$ cat src/rtl/rca_pkg.sv
`default_nettype none
// +----------------------------------------------------------------------+
// | Module  : rca_pkg                                                    |
// | Brief   : Shared width default and result-word type for the adder.   |
// | Rev     : 1.0 - initial release                                      |
// +----------------------------------------------------------------------+
package rca_pkg;

  localparam int RCA_DEFAULT_WIDTH = 8;

  // {cout, sum} as one word, so a plain addition yields both fields.
  typedef logic [RCA_DEFAULT_WIDTH:0] rca_result_t;

endpackage : rca_pkg
`default_nettype wire

$ cat src/rtl/rca_8_bit_if.sv
`default_nettype none
// +----------------------------------------------------------------------+
// | Module  : rca_8_bit_if                                               |
// | Brief   : Operand/result bundle; RCA_OVERFLOW_FLAG_EN adds ovf.      |
// | Rev     : 1.0 - initial release                                      |
// +----------------------------------------------------------------------+
interface rca_8_bit_if
  import rca_pkg::*;
#(
  parameter int WIDTH = RCA_DEFAULT_WIDTH
);

  logic             in_valid;
  logic [WIDTH-1:0] in1;
  logic [WIDTH-1:0] in2;
  logic             cin;
  logic [WIDTH-1:0] sum;
  logic             cout;
  logic             out_valid;

`ifdef RCA_OVERFLOW_FLAG_EN
  logic             ovf;

  modport master (
    output in_valid, in1, in2, cin,
    input  sum, cout, out_valid, ovf
  );

  modport slave (
    input  in_valid, in1, in2, cin,
    output sum, cout, out_valid, ovf
  );
`else
  modport master (
    output in_valid, in1, in2, cin,
    input  sum, cout, out_valid
  );

  modport slave (
    input  in_valid, in1, in2, cin,
    output sum, cout, out_valid
  );
`endif

endinterface : rca_8_bit_if
`default_nettype wire

$ cat src/rtl/rca_full_adder.sv
`default_nettype none
// +----------------------------------------------------------------------+
// | Module  : rca_full_adder                                             |
// | Brief   : Purely combinational 1-bit full adder.                     |
// | Rev     : 1.0 - initial release                                      |
// +----------------------------------------------------------------------+
module rca_full_adder (
  input  logic a,
  input  logic b,
  input  logic ci,
  output logic s,
  output logic co
);

  logic w_p;

  assign w_p = a ^ b;
  assign s   = w_p ^ ci;
  assign co  = (a & b) | (ci & w_p);

endmodule : rca_full_adder
`default_nettype wire

$ cat src/rtl/rca_8_bit.sv
`default_nettype none
// +----------------------------------------------------------------------+
// | Module  : rca_8_bit                                                  |
// | Brief   : Registered ripple-carry adder, 1-cycle latency. Optional   |
// |           signed overflow flag via RCA_OVERFLOW_FLAG_EN.             |
// | Rev     : 1.0 - initial release                                      |
// +----------------------------------------------------------------------+
module rca_8_bit
  import rca_pkg::*;
#(
  parameter int WIDTH = RCA_DEFAULT_WIDTH
) (
  input  logic         clk,
  input  logic         rst,
  rca_8_bit_if.slave   bus
);

  logic [WIDTH:0]   w_c;
  logic [WIDTH-1:0] w_s;

  logic [WIDTH-1:0] r_sum;
  logic             r_cout;
  logic             r_out_valid;

  assign w_c[0] = bus.cin;

  generate
    for (genvar i = 0; i < WIDTH; i++) begin : g_bit
      rca_full_adder u_fa (
        .a  (bus.in1[i]),
        .b  (bus.in2[i]),
        .ci (w_c[i]),
        .s  (w_s[i]),
        .co (w_c[i+1])
      );
    end
  endgenerate

  // Result registers hold their value while in_valid is low.
  always_ff @(posedge clk or posedge rst) begin
    if (rst) begin
      r_sum       <= '0;
      r_cout      <= 1'b0;
      r_out_valid <= 1'b0;
    end else begin
      r_out_valid <= bus.in_valid;
      if (bus.in_valid) begin
        r_sum  <= w_s;
        r_cout <= w_c[WIDTH];
      end
    end
  end

  assign bus.sum       = r_sum;
  assign bus.cout      = r_cout;
  assign bus.out_valid = r_out_valid;

`ifdef RCA_OVERFLOW_FLAG_EN
  logic r_ovf;

  // Signed overflow: carry into the MSB differs from carry out of it.
  always_ff @(posedge clk or posedge rst) begin
    if (rst) begin
      r_ovf <= 1'b0;
    end else if (bus.in_valid) begin
      r_ovf <= w_c[WIDTH] ^ w_c[WIDTH-1];
    end
  end

  assign bus.ovf = r_ovf;
`endif

endmodule : rca_8_bit
`default_nettype wire

$ cat src/flat_wrapper.sv
// flat-port wrapper written by rule: the top's interface ports become plain ports
module rca_8_bit_flat import rca_pkg::*;
#(
  parameter int WIDTH = RCA_DEFAULT_WIDTH
)
  (clk, rst, bus_in_valid, bus_in1, bus_in2, bus_cin, bus_sum, bus_cout, bus_out_valid);
  rca_8_bit_if #(.WIDTH(WIDTH)) bus_i ();
  input  logic clk;
  input  logic rst;
  input wire logic [$bits(bus_i.in_valid)-1:0] bus_in_valid;
  input wire logic [$bits(bus_i.in1)-1:0] bus_in1;
  input wire logic [$bits(bus_i.in2)-1:0] bus_in2;
  input wire logic [$bits(bus_i.cin)-1:0] bus_cin;
  output wire logic [$bits(bus_i.sum)-1:0] bus_sum;
  output wire logic [$bits(bus_i.cout)-1:0] bus_cout;
  output wire logic [$bits(bus_i.out_valid)-1:0] bus_out_valid;
  assign bus_i.in_valid = bus_in_valid;
  assign bus_i.in1 = bus_in1;
  assign bus_i.in2 = bus_in2;
  assign bus_i.cin = bus_cin;
  assign bus_sum = bus_i.sum;
  assign bus_cout = bus_i.cout;
  assign bus_out_valid = bus_i.out_valid;
  rca_8_bit #(.WIDTH(WIDTH)) u_core (.clk(clk), .rst(rst), .bus(bus_i));
endmodule
$ cat config.mk
export PLATFORM = sky130hd
export DESIGN_NAME = rca_8_bit_flat
export DESIGN_NICKNAME = d
export VERILOG_FILES = /design/src/rtl/rca_pkg.sv /design/src/rtl/rca_8_bit_if.sv /design/src/rtl/rca_full_adder.sv /design/src/rtl/rca_8_bit.sv /design/src/flat_wrapper.sv
export SDC_FILE = /design/constraint.sdc
export NUM_CORES = 1
export LEC_CHECK = 0
export ABC_AREA = 1
export CAP_MARGIN = 10
export CORE_MARGIN = 2
export CORE_UTILIZATION = 30
export DETAILED_ROUTE_END_ITERATION = 7
export PLACE_DENSITY = 0.73
export REMOVE_ABC_BUFFERS = 1
export SETUP_SLACK_MARGIN = 0.5
export SLEW_MARGIN = 10
export SYNTH_ARGS = -nofsm -noshare
export SYNTH_HDL_FRONTEND = slang
export SYNTH_SLANG_ARGS = --single-unit
$ cat constraint.sdc
create_clock -name clk -period 0.8 [get_ports clk]
set_clock_uncertainty 0.05 [all_clocks]
set_input_delay 0.16 -clock clk [delete_from_list [all_inputs] [get_ports clk]]
set_output_delay 0.16 -clock clk [all_outputs]
set_load 0.01 [all_outputs]
### Word level (Yosys, flattened, before mapping)

Cells that the tools add are included.

| word-level totals | value |
|---|---|
| bits in registers | 10 |
| bits of input ports | 20 |
| output and inout port bits | 10 |

| operators by class | value |
|---|---|
| bitwise operators | 40 |

Operators with widths:

| cell | count |
|---|---|
| $and A1 B1 Y1 | 16 |
| $xor A1 B1 Y1 | 16 |
| $or A1 B1 Y1 | 8 |

### Depth between registers and ports, before layout

Gate-level depths: netlist of the first run.

| depth | value |
|---|---|
| depth after elaboration | 17 |
| mapped depth | 14 |

### By module

Synthesis of the first run repeated with hierarchy kept, for this count alone.

| second synthesis, totals | value |
|---|---|
| cell total of the unflattened synthesis | 48 |
| area, all modules | 530.5 µm² |

By module, submodules not included:

| module | times used | cells each | area an instance (µm²) | seq. area each (µm²) |
|---|---|---|---|---|
| rca_8_bit | 1 | 40 | 370.4 | 250.2 |
| rca_full_adder | 8 | 1 | 20.0 | 0.0 |

### Worst setup path after synthesis of the first run

OpenSTA, ideal clock, no wires.

| timing path | value |
|---|---|
| path kind | input to register |
| from | in bus_cin |
| to | reg u_core.r_sum[7] (netlist: u_core.bus.sum[7]) |
| setup time | 65 ps |
| data arrival time | 3262 ps |
| data required time | 685 ps |
| slack | -2577 ps |
| stages on the path | 14 |
| cells stage by stage | inv_1 fa_1 inv_1 fa_1 fa_1 fa_1 fa_1 fa_1 fa_1 inv_1 fa_1 inv_1 nand2_1 nand2_1 |

| between the ends | value |
|---|---|
| word-level cells in the longest chain between the ends | 15 |

RTL lines:

| what | RTL line | source |
|---|---|---|
| start: declaration | flat_wrapper.sv:13 | `input wire logic [$bits(bus_i.cin)-1:0] bus_cin;` |
| $and A1 B1 Y1 | rca_full_adder.sv:19 | `assign co = (a & b) \| (ci & w_p);` |
| $or A1 B1 Y1 | rca_full_adder.sv:19 |  |
| $and A1 B1 Y1 | rca_full_adder.sv:19 |  |
| $or A1 B1 Y1 | rca_full_adder.sv:19 |  |
| $and A1 B1 Y1 | rca_full_adder.sv:19 |  |
| $or A1 B1 Y1 | rca_full_adder.sv:19 |  |
| $and A1 B1 Y1 | rca_full_adder.sv:19 |  |
| $or A1 B1 Y1 | rca_full_adder.sv:19 |  |
| $and A1 B1 Y1 | rca_full_adder.sv:19 |  |
| $or A1 B1 Y1 | rca_full_adder.sv:19 |  |
| $and A1 B1 Y1 | rca_full_adder.sv:19 |  |
| $or A1 B1 Y1 | rca_full_adder.sv:19 |  |
| $and A1 B1 Y1 | rca_full_adder.sv:19 |  |
| $or A1 B1 Y1 | rca_full_adder.sv:19 |  |
| $xor A1 B1 Y1 | rca_full_adder.sv:18 | `assign s = w_p ^ ci;` |
| end signal: assignment | rca_8_bit.sv:48 | `r_sum <= w_s;` |
| end: declaration | rca_8_bit.sv:21 | `logic [WIDTH-1:0] r_sum;` |

No other way between the ends.
A chain may end at the register's enable or synchronous reset.

### Worst setup path after layout of the first run

| timing path | value |
|---|---|
| from | in bus_in2[0] |
| to | reg u_core.r_sum[7] (netlist: u_core.bus.sum[7]) |

| between the ends | value |
|---|---|
| word-level cells in the longest chain between the ends | 16 |
| elaborated cells on any way between the ends | 17 |

RTL lines:

| what | RTL line | source |
|---|---|---|
| start: declaration | flat_wrapper.sv:12 | `input wire logic [$bits(bus_i.in2)-1:0] bus_in2;` |
| $xor A1 B1 Y1 | rca_full_adder.sv:17 | `assign w_p = a ^ b;` |
| $and A1 B1 Y1 | rca_full_adder.sv:19 |  |
| $or A1 B1 Y1 * | rca_full_adder.sv:19 |  |
| $and A1 B1 Y1 * | rca_full_adder.sv:19 |  |
| $or A1 B1 Y1 * | rca_full_adder.sv:19 |  |
| $and A1 B1 Y1 * | rca_full_adder.sv:19 |  |
| $or A1 B1 Y1 * | rca_full_adder.sv:19 |  |
| $and A1 B1 Y1 * | rca_full_adder.sv:19 |  |
| $or A1 B1 Y1 * | rca_full_adder.sv:19 |  |
| $and A1 B1 Y1 * | rca_full_adder.sv:19 |  |
| $or A1 B1 Y1 * | rca_full_adder.sv:19 |  |
| $and A1 B1 Y1 * | rca_full_adder.sv:19 |  |
| $or A1 B1 Y1 * | rca_full_adder.sv:19 |  |
| $and A1 B1 Y1 * | rca_full_adder.sv:19 |  |
| $or A1 B1 Y1 * | rca_full_adder.sv:19 |  |
| $xor A1 B1 Y1 * | rca_full_adder.sv:18 |  |

Every way passes the cells marked *; elsewhere a longest branch is shown, timed or not.

==> impl_metrics.xml, run 1 <==
<?xml version="1.0" encoding="UTF-8"?>
<metrics>
  <group name="sta">
    <metric name="setup_violations" unit="">19</metric>
    <metric name="timing.slew.headroom" unit="%">90.6</metric>
    <metric name="fin_tns_setup" unit="ns">-12.54</metric>
    <metric name="hold_violations" unit="">0</metric>
    <metric name="final.setup.worst_slack" unit="ns">-2.24</metric>
    <metric name="final.hold.worst_slack" unit="ns">0.0375</metric>
    <metric name="final_min_period_over_clock_period" unit="%">380</metric>
    <metric name="worst_pin_slew" unit="ns">0.140</metric>
    <metric name="fmax" unit="GHz">0.329</metric>
    <metric name="drv_slew" unit="">0</metric>
    <metric name="rsz0062_at_grt" unit="">yes</metric>
    <metric name="period_needed" unit="ns">3.04</metric>
  </group>
  <group name="drt">
    <metric name="routed-via-count" unit="">515</metric>
    <metric name="drc" unit="">0</metric>
    <metric name="via_per_inst" unit="">4.02</metric>
    <metric name="drt-initial-drc-count" unit="">3</metric>
    <metric name="drt.antenna.violating_nets" unit="">0</metric>
    <metric name="wl_per_cell" unit="microns">10.2</metric>
    <metric name="dr.pass1.iters" unit="">4</metric>
    <metric name="routed_wirelength" unit="microns">1300</metric>
  </group>
  <group name="finish">
    <metric name="layout_common_cells" unit="">nand2_1 (26), clkdlybuf4s50_1 (12), dfrtp_1 (10), buf_6 (9)</metric>
    <metric name="layout_commonest_cell" unit="">nand2_1</metric>
    <metric name="nNetsFinal" unit="">132</metric>
    <metric name="fill_cells" unit="">161</metric>
    <metric name="diodes" unit="">0</metric>
    <metric name="drive_above_1_share" unit="%">44.7</metric>
    <metric name="layout-area-overhead-vs-synth" unit="%">85.2</metric>
  </group>
  <group name="synth">
    <metric name="synth_fa_ha_area_share" unit="%">28.2</metric>
    <metric name="post_synth_main_area_contributors" unit="">dfrtp_1 (44%), fa_1 (28%), nand2_1 (18%)</metric>
    <metric name="main_combinational_cell_family_by_area_after_synthesis" unit="">adder cells</metric>
    <metric name="post-synth-top-area-fraction" unit="%">44.1</metric>
    <metric name="yosys_warnings" unit="">0</metric>
    <metric name="synth_simple_gate_area_share" unit="%">17.8</metric>
    <metric name="dominant_cell_type_by_area_after_synthesis" unit="">dfrtp_1</metric>
    <metric name="syn_area_per_cell" unit="sq um">9.79</metric>
    <metric name="synth.yosys.seq_area_share" unit="%">44.1</metric>
    <metric name="syn-cell-area" unit="sq um">568</metric>
    <metric name="synth_cell_types" unit="">6</metric>
    <metric name="synth_compound_area_share" unit="%">0</metric>
    <metric name="post_synth_mux_area_share" unit="%">0</metric>
    <metric name="post_synthesis_sequential_element_count" unit="">10</metric>
    <metric name="synthesis.instances" unit="">58</metric>
    <metric name="synth-xor-area-share" unit="%">0</metric>
  </group>
  <group name="grt">
    <metric name="globalRouteOverflowTotal" unit="">0</metric>
    <metric name="antenna_violations_before_repair" unit="">0</metric>
    <metric name="track_usage" unit="%">14.5</metric>
    <metric name="first_global_vias" unit="">510</metric>
    <metric name="maximum_number_of_pins_on_one_net_before_global_route_repair" unit="">10</metric>
    <metric name="grt_pass1_wl" unit="microns">2100</metric>
  </group>
  <group name="status">
    <metric name="result_of_the_run" unit="">finished with violations</metric>
    <metric name="violations" unit="">negative setup slack</metric>
  </group>
  <group name="clocking">
    <metric name="clock-root-buffer" unit="">clkbuf_4</metric>
    <metric name="cts_tree" unit="">yes</metric>
    <metric name="clkTransAtPathRegs" unit="ns">0.06</metric>
    <metric name="clock_sink_count" unit="">10</metric>
    <metric name="tritoncts.num_buffers" unit="">3</metric>
    <metric name="clock_latency" unit="ns">0.26</metric>
    <metric name="clk_path_buf_depth" unit="">2</metric>
    <metric name="htreeDepth" unit="">1</metric>
  </group>
  <group name="place">
    <metric name="count_of_port_buffers_added_during_placement" unit="">29</metric>
    <metric name="post-dp-hpwl" unit="microns">956</metric>
    <metric name="gp_routability_congestion" unit="">0.723</metric>
    <metric name="placement.setup.worst_slack" unit="ns">-3.16</metric>
  </group>
  <group name="die">
    <metric name="rows" unit="">15</metric>
    <metric name="floorplan.core_area" unit="sq um">1750</metric>
    <metric name="pin_count" unit="">30</metric>
    <metric name="design.die.area" unit="sq um">2260</metric>
    <metric name="chipHeight" unit="microns">47.5</metric>
    <metric name="initial_core_util" unit="%">32.5</metric>
    <metric name="fp.dieW" unit="microns">47.5</metric>
  </group>
  <group name="worst_hold_path">
    <metric name="min-delay-path-class" unit="">input pin to async pin</metric>
  </group>
  <group name="power">
    <metric name="totalPowerFinal" unit="mW">1.73</metric>
    <metric name="power.leakage" unit="nW">0.550</metric>
    <metric name="max_rail_drop_vdd" unit="mV">0.765</metric>
    <metric name="power.density" unit="nW/um^2">1640</metric>
  </group>
  <group name="worst_setup_path">
    <metric name="worstSetupPathType" unit="">input pin to flop</metric>
    <metric name="critical_path.endpoint_type" unit="">flop</metric>
    <metric name="cp-start-kind" unit="">input pin</metric>
    <metric name="critPathMaxFanout" unit="">1</metric>
    <metric name="worstPathRequired" unit="ns">0.95</metric>
    <metric name="critPathArrivalTime" unit="ns">3.19</metric>
  </group>
  <group name="flow_run">
    <metric name="maxCapViolCount" unit="">0</metric>
  </group>
</metrics>
## where the power goes
group / switching (mW) / internal [mW]
Sequential: 0.0463 / 0.587
Clock: 0.176 / 0.276
Combinational: 0.255 / 0.386
## path summary, 6_finish.rpt
path	endpoint	cells past startpoint	from	slack [ns]
setup / recovery	u_core.bus.sum[7]$_DFFE_PP0P_	15	bus_in2[0]	-2.24
hold / removal	u_core.bus.cout$_DFFE_PP0P_	4	rst	0.04
setup reg to reg	u_core.bus.sum[2]$_DFFE_PP0P_	4	u_core.bus.sum[2]$_DFFE_PP0P_	-0.10
hold reg to reg	u_core.bus.sum[5]$_DFFE_PP0P_	2	u_core.bus.sum[5]$_DFFE_PP0P_	0.43
max in group asynchronous	u_core.bus.sum[2]$_DFFE_PP0P_	3	rst	0.54
min in group clk	u_core.bus.sum[3]$_DFFE_PP0P_	3	bus_in_valid	0.12
## metrics by stage
step | utilization (%) | std cells | area (sq um)
after floorplan | - | 57 | 557
after global placement | 53.2 | 116 | 928
after detailed placement | 53.2 | 116 | 928
after CTS | 57.1 | 126 | 997
after global routing | 60.3 | 128 | 1050
final | 60.3 | 128 | 1050
## routing by layer
metal	wire length (microns)	global-route usage (%)	up-vias
met3	58	4.53	2
met5	0	0	-
li1	-	-	253
met4	19	10.0	0
met1	471	12.9	242
met2	751	27.3	18
## final cells by class
cell class | instances | area [sq um] | area share (%)
repair buffers | 42 | 400 | 38.0
multi-input cells | 35 | 282 | 26.8
well taps | 25 | 31.3 | 2.97
inverters | 12 | 52.6 | 4.99
clock buffers | 4 | 36.3 | 3.45
flip-flops and latches | 10 | 250 | 23.8
## registers in the layout, summed over array words and instances (netlist names)
signal,count
u_core.bus.cout,1
u_core.bus.sum,8
u_core.bus.out_valid,1
## cell families after synthesis
logic type	after synthesis
simple gates	27
flops	10
buf+inv	13
fa+ha+maj	8
## synth_stat cells
cell type   n
buf_6       1
dfrtp_1    10
fa_1        8
inv_1      11
inv_2       1
nand2_1    27
## timing repair
item | in CTS | in global routing
setup endpoints to repair | 30 | 19
pin swaps | 21 | 13
gates resized for setup | 75 | 9
cloned | 1 | 0
hold buffers | 0 | 0
setup buffers | 5 | 2
## critical path: stages
cell	delay, ns
buf_6	0.10
inv_4	0.05
fa_2	0.18
inv_2	0.04
fa_2	0.33
fa_2	0.34
fa_2	0.34
fa_2	0.35
fa_2	0.35
fa_2	0.34
inv_2	0.06
fa_1	0.39
inv_1	0.07
nand2_1	0.04
nand2_1	0.05
(Power assumes the default switching activity.)
==> run 2: changes to the inputs <==
--- a/config.mk
+++ b/config.mk
@@ -13,6 +13,7 @@
 export PLACE_DENSITY = 0.73
 export REMOVE_ABC_BUFFERS = 1
 export SETUP_SLACK_MARGIN = 0.5
+export SKIP_LAST_GASP = 1
 export SLEW_MARGIN = 10
 export SYNTH_ARGS = -nofsm -noshare
 export SYNTH_HDL_FRONTEND = slang
==> impl_metrics.xml, run 2 (synthesis gave the netlist of run 1 again) <==
<?xml version="1.0" encoding="UTF-8"?>
<metrics>
  <group name="status">
    <metric name="result_of_the_run" unit="">finished with violations</metric>
    <metric name="violations" unit="">negative setup slack</metric>
  </group>
  <group name="worst_hold_path">
    <metric name="min-delay-path-class" unit="">input pin to async pin</metric>
  </group>
  <group name="grt">
    <metric name="antenna_violations_before_repair" unit="">0</metric>
    <metric name="first_global_vias" unit="">510</metric>
    <metric name="globalRouteOverflowTotal" unit="">0</metric>
    <metric name="track_usage" unit="%">14.5</metric>
    <metric name="gr-max-usage-layer" unit="">met2</metric>
    <metric name="maximum_number_of_pins_on_one_net_before_global_route_repair" unit="">10</metric>
    <metric name="groute.layer.met3.usage" unit="%">4.53</metric>
    <metric name="grtUsageMet1" unit="%">12.9</metric>
    <metric name="routing_usage_on_met2" unit="%">27.3</metric>
    <metric name="grt_pass1_wl" unit="microns">2100</metric>
  </group>
  <group name="clocking">
    <metric name="clk_path_buf_depth" unit="">2</metric>
    <metric name="tritoncts.num_buffers" unit="">3</metric>
    <metric name="cts_tree" unit="">yes</metric>
    <metric name="clock_sink_count" unit="">10</metric>
    <metric name="clock_latency" unit="ns">0.26</metric>
    <metric name="cts_hold_repair.buffers" unit="">0</metric>
    <metric name="clock-root-buffer" unit="">clkbuf_4</metric>
    <metric name="htreeDepth" unit="">1</metric>
    <metric name="clkTransAtPathRegs" unit="ns">0.06</metric>
  </group>
  <group name="drt">
    <metric name="wl_per_cell" unit="microns">10.2</metric>
    <metric name="dr.pass1.iters" unit="">4</metric>
    <metric name="routed_wirelength" unit="microns">1300</metric>
    <metric name="routed-via-count" unit="">515</metric>
    <metric name="drt.antenna.violating_nets" unit="">0</metric>
    <metric name="drc" unit="">0</metric>
    <metric name="drt-initial-drc-count" unit="">3</metric>
    <metric name="via_per_inst" unit="">4.02</metric>
  </group>
  <group name="worst_setup_path">
    <metric name="r2r_slack" unit="ns">-0.10</metric>
    <metric name="critical_path.endpoint_type" unit="">flop</metric>
    <metric name="worstSetupPathType" unit="">input pin to flop</metric>
    <metric name="cp-start-kind" unit="">input pin</metric>
    <metric name="critical_path.reg2reg.startpoint" unit="">u_core.bus.sum[2]$_DFFE_PP0P_</metric>
    <metric name="worst_setup_path_startpoint" unit="">bus_in2[0]</metric>
    <metric name="r2r_end" unit="">u_core.bus.sum[2]$_DFFE_PP0P_</metric>
    <metric name="critPathMaxFanout" unit="">1</metric>
    <metric name="crit_end" unit="">u_core.bus.sum[7]$_DFFE_PP0P_</metric>
    <metric name="critPathArrivalTime" unit="ns">3.19</metric>
    <metric name="r2r_cells" unit="">4</metric>
    <metric name="worstPathRequired" unit="ns">0.95</metric>
  </group>
  <group name="power">
    <metric name="switching_power" unit="mW">0.477</metric>
    <metric name="cellInternalPower" unit="mW">1.25</metric>
    <metric name="power.density" unit="nW/um^2">1640</metric>
    <metric name="p_seq_share" unit="%">36.7</metric>
    <metric name="max_rail_drop_vdd" unit="mV">0.765</metric>
    <metric name="power_frac_clock" unit="%">26.2</metric>
    <metric name="combinational_fraction_of_design_power" unit="%">37.1</metric>
    <metric name="power.leakage" unit="nW">0.550</metric>
    <metric name="fraction_of_power_spent_switching_nets" unit="%">27.7</metric>
  </group>
  <group name="finish">
    <metric name="drive_above_1_share" unit="%">44.7</metric>
    <metric name="layout_commonest_cell" unit="">nand2_1</metric>
    <metric name="diodes" unit="">0</metric>
    <metric name="layout-area-overhead-vs-synth" unit="%">85.2</metric>
    <metric name="layout_common_cells" unit="">nand2_1 (26), clkdlybuf4s50_1 (12), dfrtp_1 (10), buf_6 (9)</metric>
    <metric name="largest_reg_flops" unit="">8</metric>
    <metric name="nNetsFinal" unit="">132</metric>
  </group>
  <group name="die">
    <metric name="pin_count" unit="">30</metric>
    <metric name="initial_core_util" unit="%">32.5</metric>
    <metric name="design.die.area" unit="sq um">2260</metric>
    <metric name="chipHeight" unit="microns">47.5</metric>
    <metric name="rows" unit="">15</metric>
    <metric name="fp.dieW" unit="microns">47.5</metric>
    <metric name="floorplan.core_area" unit="sq um">1750</metric>
  </group>
  <group name="sta">
    <metric name="final.hold.worst_slack" unit="ns">0.0375</metric>
    <metric name="final.setup.worst_slack" unit="ns">-2.24</metric>
    <metric name="drv_slew" unit="">0</metric>
    <metric name="final_min_period_over_clock_period" unit="%">380</metric>
    <metric name="timing.slew.headroom" unit="%">90.6</metric>
    <metric name="setup_violations" unit="">19</metric>
    <metric name="period_needed" unit="ns">3.04</metric>
    <metric name="fmax" unit="GHz">0.329</metric>
    <metric name="worst_pin_slew" unit="ns">0.140</metric>
    <metric name="hold_violations" unit="">0</metric>
    <metric name="rsz0062_at_grt" unit="">yes</metric>
  </group>
  <group name="flow_run">
    <metric name="maxCapViolCount" unit="">0</metric>
  </group>
  <group name="place">
    <metric name="placement.setup.worst_slack" unit="ns">-3.16</metric>
    <metric name="gp_routability_congestion" unit="">0.723</metric>
    <metric name="count_of_port_buffers_added_during_placement" unit="">29</metric>
    <metric name="post-dp-hpwl" unit="microns">956</metric>
  </group>
</metrics>
run 2: cell counts in the layout (fill, tap and decap cells not counted):
Identical to the previous run, type by type.
run 2: worst min path at each step:
stage,startpoint,to
final,rst,u_core.bus.cout$_DFFE_PP0P_
after global routing,rst,u_core.bus.sum[7]$_DFFE_PP0P_
after CTS,rst,u_core.bus.sum[7]$_DFFE_PP0P_
after detailed placement,u_core.bus.sum[1]$_DFFE_PP0P_,u_core.bus.sum[1]$_DFFE_PP0P_
after global placement,u_core.bus.sum[0]$_DFFE_PP0P_,u_core.bus.sum[0]$_DFFE_PP0P_
after floorplan,rst,u_core.bus.cout$_DFFE_PP0P_
run 2: power by group through the flow:
stage | logic, mW | registers (mW) | clock network [mW]
floorplan | 0.159 | 0.676 | 0
global placement | 0.546 | 0.635 | 0
detailed placement | 0.560 | 0.638 | 0
CTS | 0.578 | 0.623 | 0.466
global route | 0.716 | 0.643 | 0.514
finish | 0.641 | 0.633 | 0.452
run 2: metal layers:
| layer | up-vias | wire [microns] |
|---|---|---|
| met1 | 242 | 471 |
| li1 | 253 | - |
| met3 | 2 | 58 |
| met4 | 0 | 19 |
| met2 | 18 | 751 |
| met5 | - | 0 |
run 2: repair_timing:
item,in CTS,in global routing
hold endpoints to repair,0,0
gates cloned,1,0
endpoints found under the setup margin,30,19
buffers inserted,5,2
pin swaps,21,13
gates resized for setup,75,9
run 2: final cells by class:
class	instances	area (sq um)
Fill cell	161	693
Timing Repair Buffer	42	400
Multi-Input combinational cell	35	282
Sequential cell	10	250
Inverter	12	52.6
Clock buffer	4	36.3
Tap cell	25	31.3
run 2: critical path: stages:
cell     delay [ns]
buf_6          0.10
inv_4          0.05
fa_2           0.18
inv_2          0.04
fa_2           0.33
fa_2           0.34
fa_2           0.34
fa_2           0.35
fa_2           0.35
fa_2           0.34
inv_2          0.06
fa_1           0.39
inv_1          0.07
nand2_1        0.04
nand2_1        0.05
run 2: stage by stage:
step / instances / total power [mW] / util, % / setup TNS, ns / instance area (sq um)
floorplan: 57 / 0.836 / - / -12.89 / 557
global placement: 116 / 1.18 / 53.2 / -20.17 / 928
detailed placement: 116 / 1.20 / 53.2 / -20.63 / 928
CTS: 126 / 1.67 / 57.1 / -13.47 / 997
global route: 128 / 1.87 / 60.3 / -13.30 / 1050
finish: 128 / 1.73 / 60.3 / -12.54 / 1050
==> run 3: changes to the inputs <==
--- a/config.mk
+++ b/config.mk
@@ -5,16 +5,16 @@
 export SDC_FILE = /design/constraint.sdc
 export NUM_CORES = 1
 export LEC_CHECK = 0
-export ABC_AREA = 1
 export CAP_MARGIN = 10
 export CORE_MARGIN = 2
 export CORE_UTILIZATION = 30
 export DETAILED_ROUTE_END_ITERATION = 7
-export PLACE_DENSITY = 0.73
+export PLACE_DENSITY = 0.74
 export REMOVE_ABC_BUFFERS = 1
 export SETUP_SLACK_MARGIN = 0.5
 export SKIP_LAST_GASP = 1
 export SLEW_MARGIN = 10
 export SYNTH_ARGS = -nofsm -noshare
 export SYNTH_HDL_FRONTEND = slang
+export SYNTH_HIERARCHICAL = 1
 export SYNTH_SLANG_ARGS = --single-unit
==> impl_metrics.xml, run 3 <==
<?xml version="1.0" encoding="UTF-8"?>
<metrics>
  <group name="drt">
    <metric name="dr_wl_met2" unit="microns">711</metric>
    <metric name="via_per_inst" unit="">4.17</metric>
    <metric name="drc" unit="">0</metric>
    <metric name="routed.top_layer" unit="">met3</metric>
    <metric name="drt-initial-drc-count" unit="">1</metric>
    <metric name="dr_wl_met3" unit="microns">181</metric>
    <metric name="wl_per_cell" unit="microns">14.6</metric>
    <metric name="drt.antenna.violating_nets" unit="">0</metric>
    <metric name="routed_wirelength" unit="microns">1450</metric>
    <metric name="routed-via-count" unit="">413</metric>
    <metric name="dr.pass1.iters" unit="">3</metric>
    <metric name="detail_route.wirelength.met1" unit="microns">553</metric>
  </group>
  <group name="clocking">
    <metric name="clock_latency" unit="ns">0.26</metric>
    <metric name="htreeDepth" unit="">1</metric>
    <metric name="clk_path_buf_depth" unit="">2</metric>
    <metric name="cts_tree" unit="">yes</metric>
    <metric name="tritoncts.num_buffers" unit="">3</metric>
    <metric name="clock-root-buffer" unit="">clkbuf_4</metric>
    <metric name="clkTransAtPathRegs" unit="ns">0.07</metric>
    <metric name="clock_sink_count" unit="">10</metric>
  </group>
  <group name="worst_setup_path">
    <metric name="critPathArrivalTime" unit="ns">3.40</metric>
    <metric name="worstPathCellList" unit="">buf_6 -&gt; fa_2 -&gt; fa_2 -&gt; fa_2 -&gt; fa_2 -&gt; fa_2 -&gt; fa_2 -&gt; fa_2 -&gt; fa_2 -&gt; mux2_4</metric>
    <metric name="r2r_slack" unit="ns">-0.26</metric>
    <metric name="critPathMaxFanout" unit="">1</metric>
    <metric name="r2r_cells" unit="">3</metric>
    <metric name="r2r_end" unit="">u_core/bus.sum[3]$_DFFE_PP0P_</metric>
    <metric name="worstSetupPathType" unit="">input pin to flop</metric>
    <metric name="cp-start-kind" unit="">input pin</metric>
    <metric name="worst_setup_path_startpoint" unit="">bus_in2[0]</metric>
    <metric name="critical_path.endpoint_type" unit="">flop</metric>
    <metric name="critical_path.reg2reg.startpoint" unit="">u_core/bus.sum[3]$_DFFE_PP0P_</metric>
    <metric name="timing.critical_path.mode_cell" unit="">fa_2</metric>
    <metric name="buffers_plus_inverters_on_the_worst_setup_path" unit="">1</metric>
    <metric name="max_stage_delay" unit="ns">0.41</metric>
    <metric name="worst_path_dominant_cell_family" unit="">adder cells</metric>
    <metric name="slowest_stage" unit="">fa_2</metric>
    <metric name="worstPathRequired" unit="ns">0.90</metric>
  </group>
  <group name="power">
    <metric name="cellInternalPower" unit="mW">1.44</metric>
    <metric name="max_rail_drop_vdd" unit="mV">0.712</metric>
    <metric name="power.leakage" unit="nW">0.509</metric>
    <metric name="p_seq_share" unit="%">34.8</metric>
    <metric name="power.density" unit="nW/um^2">1830</metric>
    <metric name="switching_power" unit="mW">0.509</metric>
    <metric name="power_frac_clock" unit="%">23.2</metric>
    <metric name="fraction_of_power_spent_switching_nets" unit="%">26.1</metric>
    <metric name="combinational_fraction_of_design_power" unit="%">42.0</metric>
  </group>
  <group name="synth">
    <metric name="post_synth_mux_area_share" unit="%">24.1</metric>
    <metric name="synth_compound_area_share" unit="%">0</metric>
    <metric name="synth_simple_gate_area_share" unit="%">0</metric>
    <metric name="syn-cell-area" unit="sq um">561</metric>
    <metric name="syn_area_per_cell" unit="sq um">19.3</metric>
    <metric name="ys_dominant_reg_cell" unit="">dfrtp_1</metric>
    <metric name="post-synth-top-area-fraction" unit="%">44.6</metric>
    <metric name="main_combinational_cell_family_by_area_after_synthesis" unit="">adder cells</metric>
    <metric name="synthesis.instances" unit="">29</metric>
    <metric name="synth-edff-count" unit="">0</metric>
    <metric name="dominant_cell_type_by_area_after_synthesis" unit="">dfrtp_1</metric>
    <metric name="synth-xor-area-share" unit="%">0</metric>
    <metric name="yosys_warnings" unit="">6</metric>
    <metric name="yosys.cell_count.top_type" unit="">dfrtp_1</metric>
    <metric name="synth_cell_types" unit="">5</metric>
    <metric name="ys_async_sr_fraction" unit="%">100</metric>
    <metric name="synth.top_cells.by_count" unit="">dfrtp_1 (10), mux2_4 (9), fa_1 (8)</metric>
    <metric name="post_synth_main_area_contributors" unit="">dfrtp_1 (45%), fa_1 (29%), mux2_4 (24%)</metric>
    <metric name="synth.yosys.seq_area_share" unit="%">44.6</metric>
    <metric name="synth_fa_ha_area_share" unit="%">28.6</metric>
    <metric name="post_synthesis_sequential_element_count" unit="">10</metric>
  </group>
  <group name="finish">
    <metric name="layout_commonest_cell" unit="">clkdlybuf4s50_1</metric>
    <metric name="multiInputGateArea" unit="sq um">315</metric>
    <metric name="fill_cells" unit="">138</metric>
    <metric name="drive_above_1_share" unit="%">66.2</metric>
    <metric name="layout_common_cells" unit="">clkdlybuf4s50_1 (12), dfrtp_1 (10), buf_2 (9), mux2_4 (9), fa_2 (8)</metric>
    <metric name="diodes" unit="">0</metric>
    <metric name="nNetsFinal" unit="">103</metric>
    <metric name="largest_reg_flops" unit="">8</metric>
    <metric name="regArea" unit="sq um">250</metric>
    <metric name="fin_cells" unit="">99</metric>
    <metric name="layout-area-overhead-vs-synth" unit="%">90.4</metric>
  </group>
  <group name="sta">
    <metric name="fmax" unit="GHz">0.303</metric>
    <metric name="worst_pin_slew" unit="ns">0.131</metric>
    <metric name="drv_slew" unit="">0</metric>
    <metric name="setup_violations" unit="">19</metric>
    <metric name="final_min_period_over_clock_period" unit="%">412</metric>
    <metric name="timing.slew.headroom" unit="%">91.2</metric>
    <metric name="period_needed" unit="ns">3.30</metric>
    <metric name="fin_tns_setup" unit="ns">-14.87</metric>
    <metric name="final.setup.worst_slack" unit="ns">-2.50</metric>
    <metric name="hold_violations" unit="">0</metric>
    <metric name="rsz0062_at_grt" unit="">yes</metric>
  </group>
  <group name="grt">
    <metric name="maximum_number_of_pins_on_one_net_before_global_route_repair" unit="">7</metric>
    <metric name="grt_pass1_wl" unit="microns">2130</metric>
    <metric name="globalRouteOverflowTotal" unit="">0</metric>
    <metric name="antenna_violations_before_repair" unit="">0</metric>
    <metric name="track_usage" unit="%">14.8</metric>
    <metric name="first_global_vias" unit="">471</metric>
  </group>
  <group name="die">
    <metric name="initial_core_util" unit="%">32.1</metric>
    <metric name="floorplan.core_area" unit="sq um">1750</metric>
    <metric name="chipHeight" unit="microns">47.2</metric>
    <metric name="pin_count" unit="">30</metric>
    <metric name="design.die.area" unit="sq um">2230</metric>
    <metric name="rows" unit="">15</metric>
    <metric name="fp.dieW" unit="microns">47.2</metric>
  </group>
  <group name="place">
    <metric name="count_of_port_buffers_added_during_placement" unit="">29</metric>
    <metric name="gp_routability_congestion" unit="">0.735</metric>
    <metric name="placed_cells" unit="">88</metric>
    <metric name="post-dp-hpwl" unit="microns">1010</metric>
  </group>
  <group name="worst_hold_path">
    <metric name="min-delay-path-class" unit="">input pin to async pin</metric>
  </group>
  <group name="status">
    <metric name="result_of_the_run" unit="">finished with violations</metric>
    <metric name="violations" unit="">negative setup slack</metric>
  </group>
  <group name="flow_run">
    <metric name="maxCapViolCount" unit="">0</metric>
  </group>
</metrics>
[run 3: power by group through the flow]
stage	Combinational [mW]	Sequential (mW)	Clock, mW
floorplan	0.228	0.727	0
global placement	0.738	0.682	0
detailed placement	0.754	0.679	0
CTS	0.793	0.672	0.473
global route	0.885	0.690	0.498
finish	0.819	0.678	0.451
[run 3: per-layer routing]
layer  vias to the layer above  GRT usage, %
li1                        185             -
met1                       198          16.6
met2                        30          25.4
met3                         0          5.00
met4                         0          6.67
met5                         -             0
[run 3: layout make-up]
type                    count  area share, %
well taps                  25           2.93
inverters                   1          0.352
repair buffers             42           40.3
multi-input cells          17           29.5
flip-flops and latches     10           23.4
clock buffers               4           3.40
[run 3: logic make-up after synthesis]
kind of cell               count (synthesis)
adders and majority gates                  8
muxes                                      9
DFF                                       10
buffers and inverters                      2
[run 3: worst reg2reg max path, delay by kind of cell (launching register included)]
family,cells,cell delay [ns]
muxes,1,0.26
DFF,1,0.39
buffers and inverters,2,0.26
[run 3: how the worst max path moves through the flow]
stage | to | cells past startpoint
detailed placement | u_core/bus.sum[7]$_DFFE_PP0P_ | 10
global route | u_core/bus.sum[7]$_DFFE_PP0P_ | 10
CTS | u_core/bus.sum[7]$_DFFE_PP0P_ | 10
global placement | u_core/bus.sum[7]$_DFFE_PP0P_ | 10
floorplan | u_core/bus.sum[7]$_DFFE_PP0P_ | 9
finish | u_core/bus.sum[7]$_DFFE_PP0P_ | 10
[run 3: per-stage QoR]
stage	cell area, sq um	total power, mW	utilization, %	setup slack [ns]	hold WS [ns]
2_1_floorplan	549	0.955	-	-2.91	-0.0498
3_3_place_gp	941	1.42	53.9	-3.43	0.425
3_5_place_dp	941	1.43	53.9	-3.48	0.423
4_1_cts	1040	1.94	59.8	-2.69	0.0219
5_1_grt	1070	2.07	61.1	-2.56	0.0397
6_report	1070	1.95	61.1	-2.50	0.0421
[run 3: repair_timing]
| action | in CTS | in global routing |
|---|---|---|
| setup buffers | 5 | 0 |
| pin swaps | 8 | 8 |
| cloned | 2 | 0 |
| resized for setup | 72 | 5 |
| hold buffers | 0 | 0 |
| endpoints found under the setup margin | 30 | 19 |
| hold endpoints to repair | 0 | 0 |
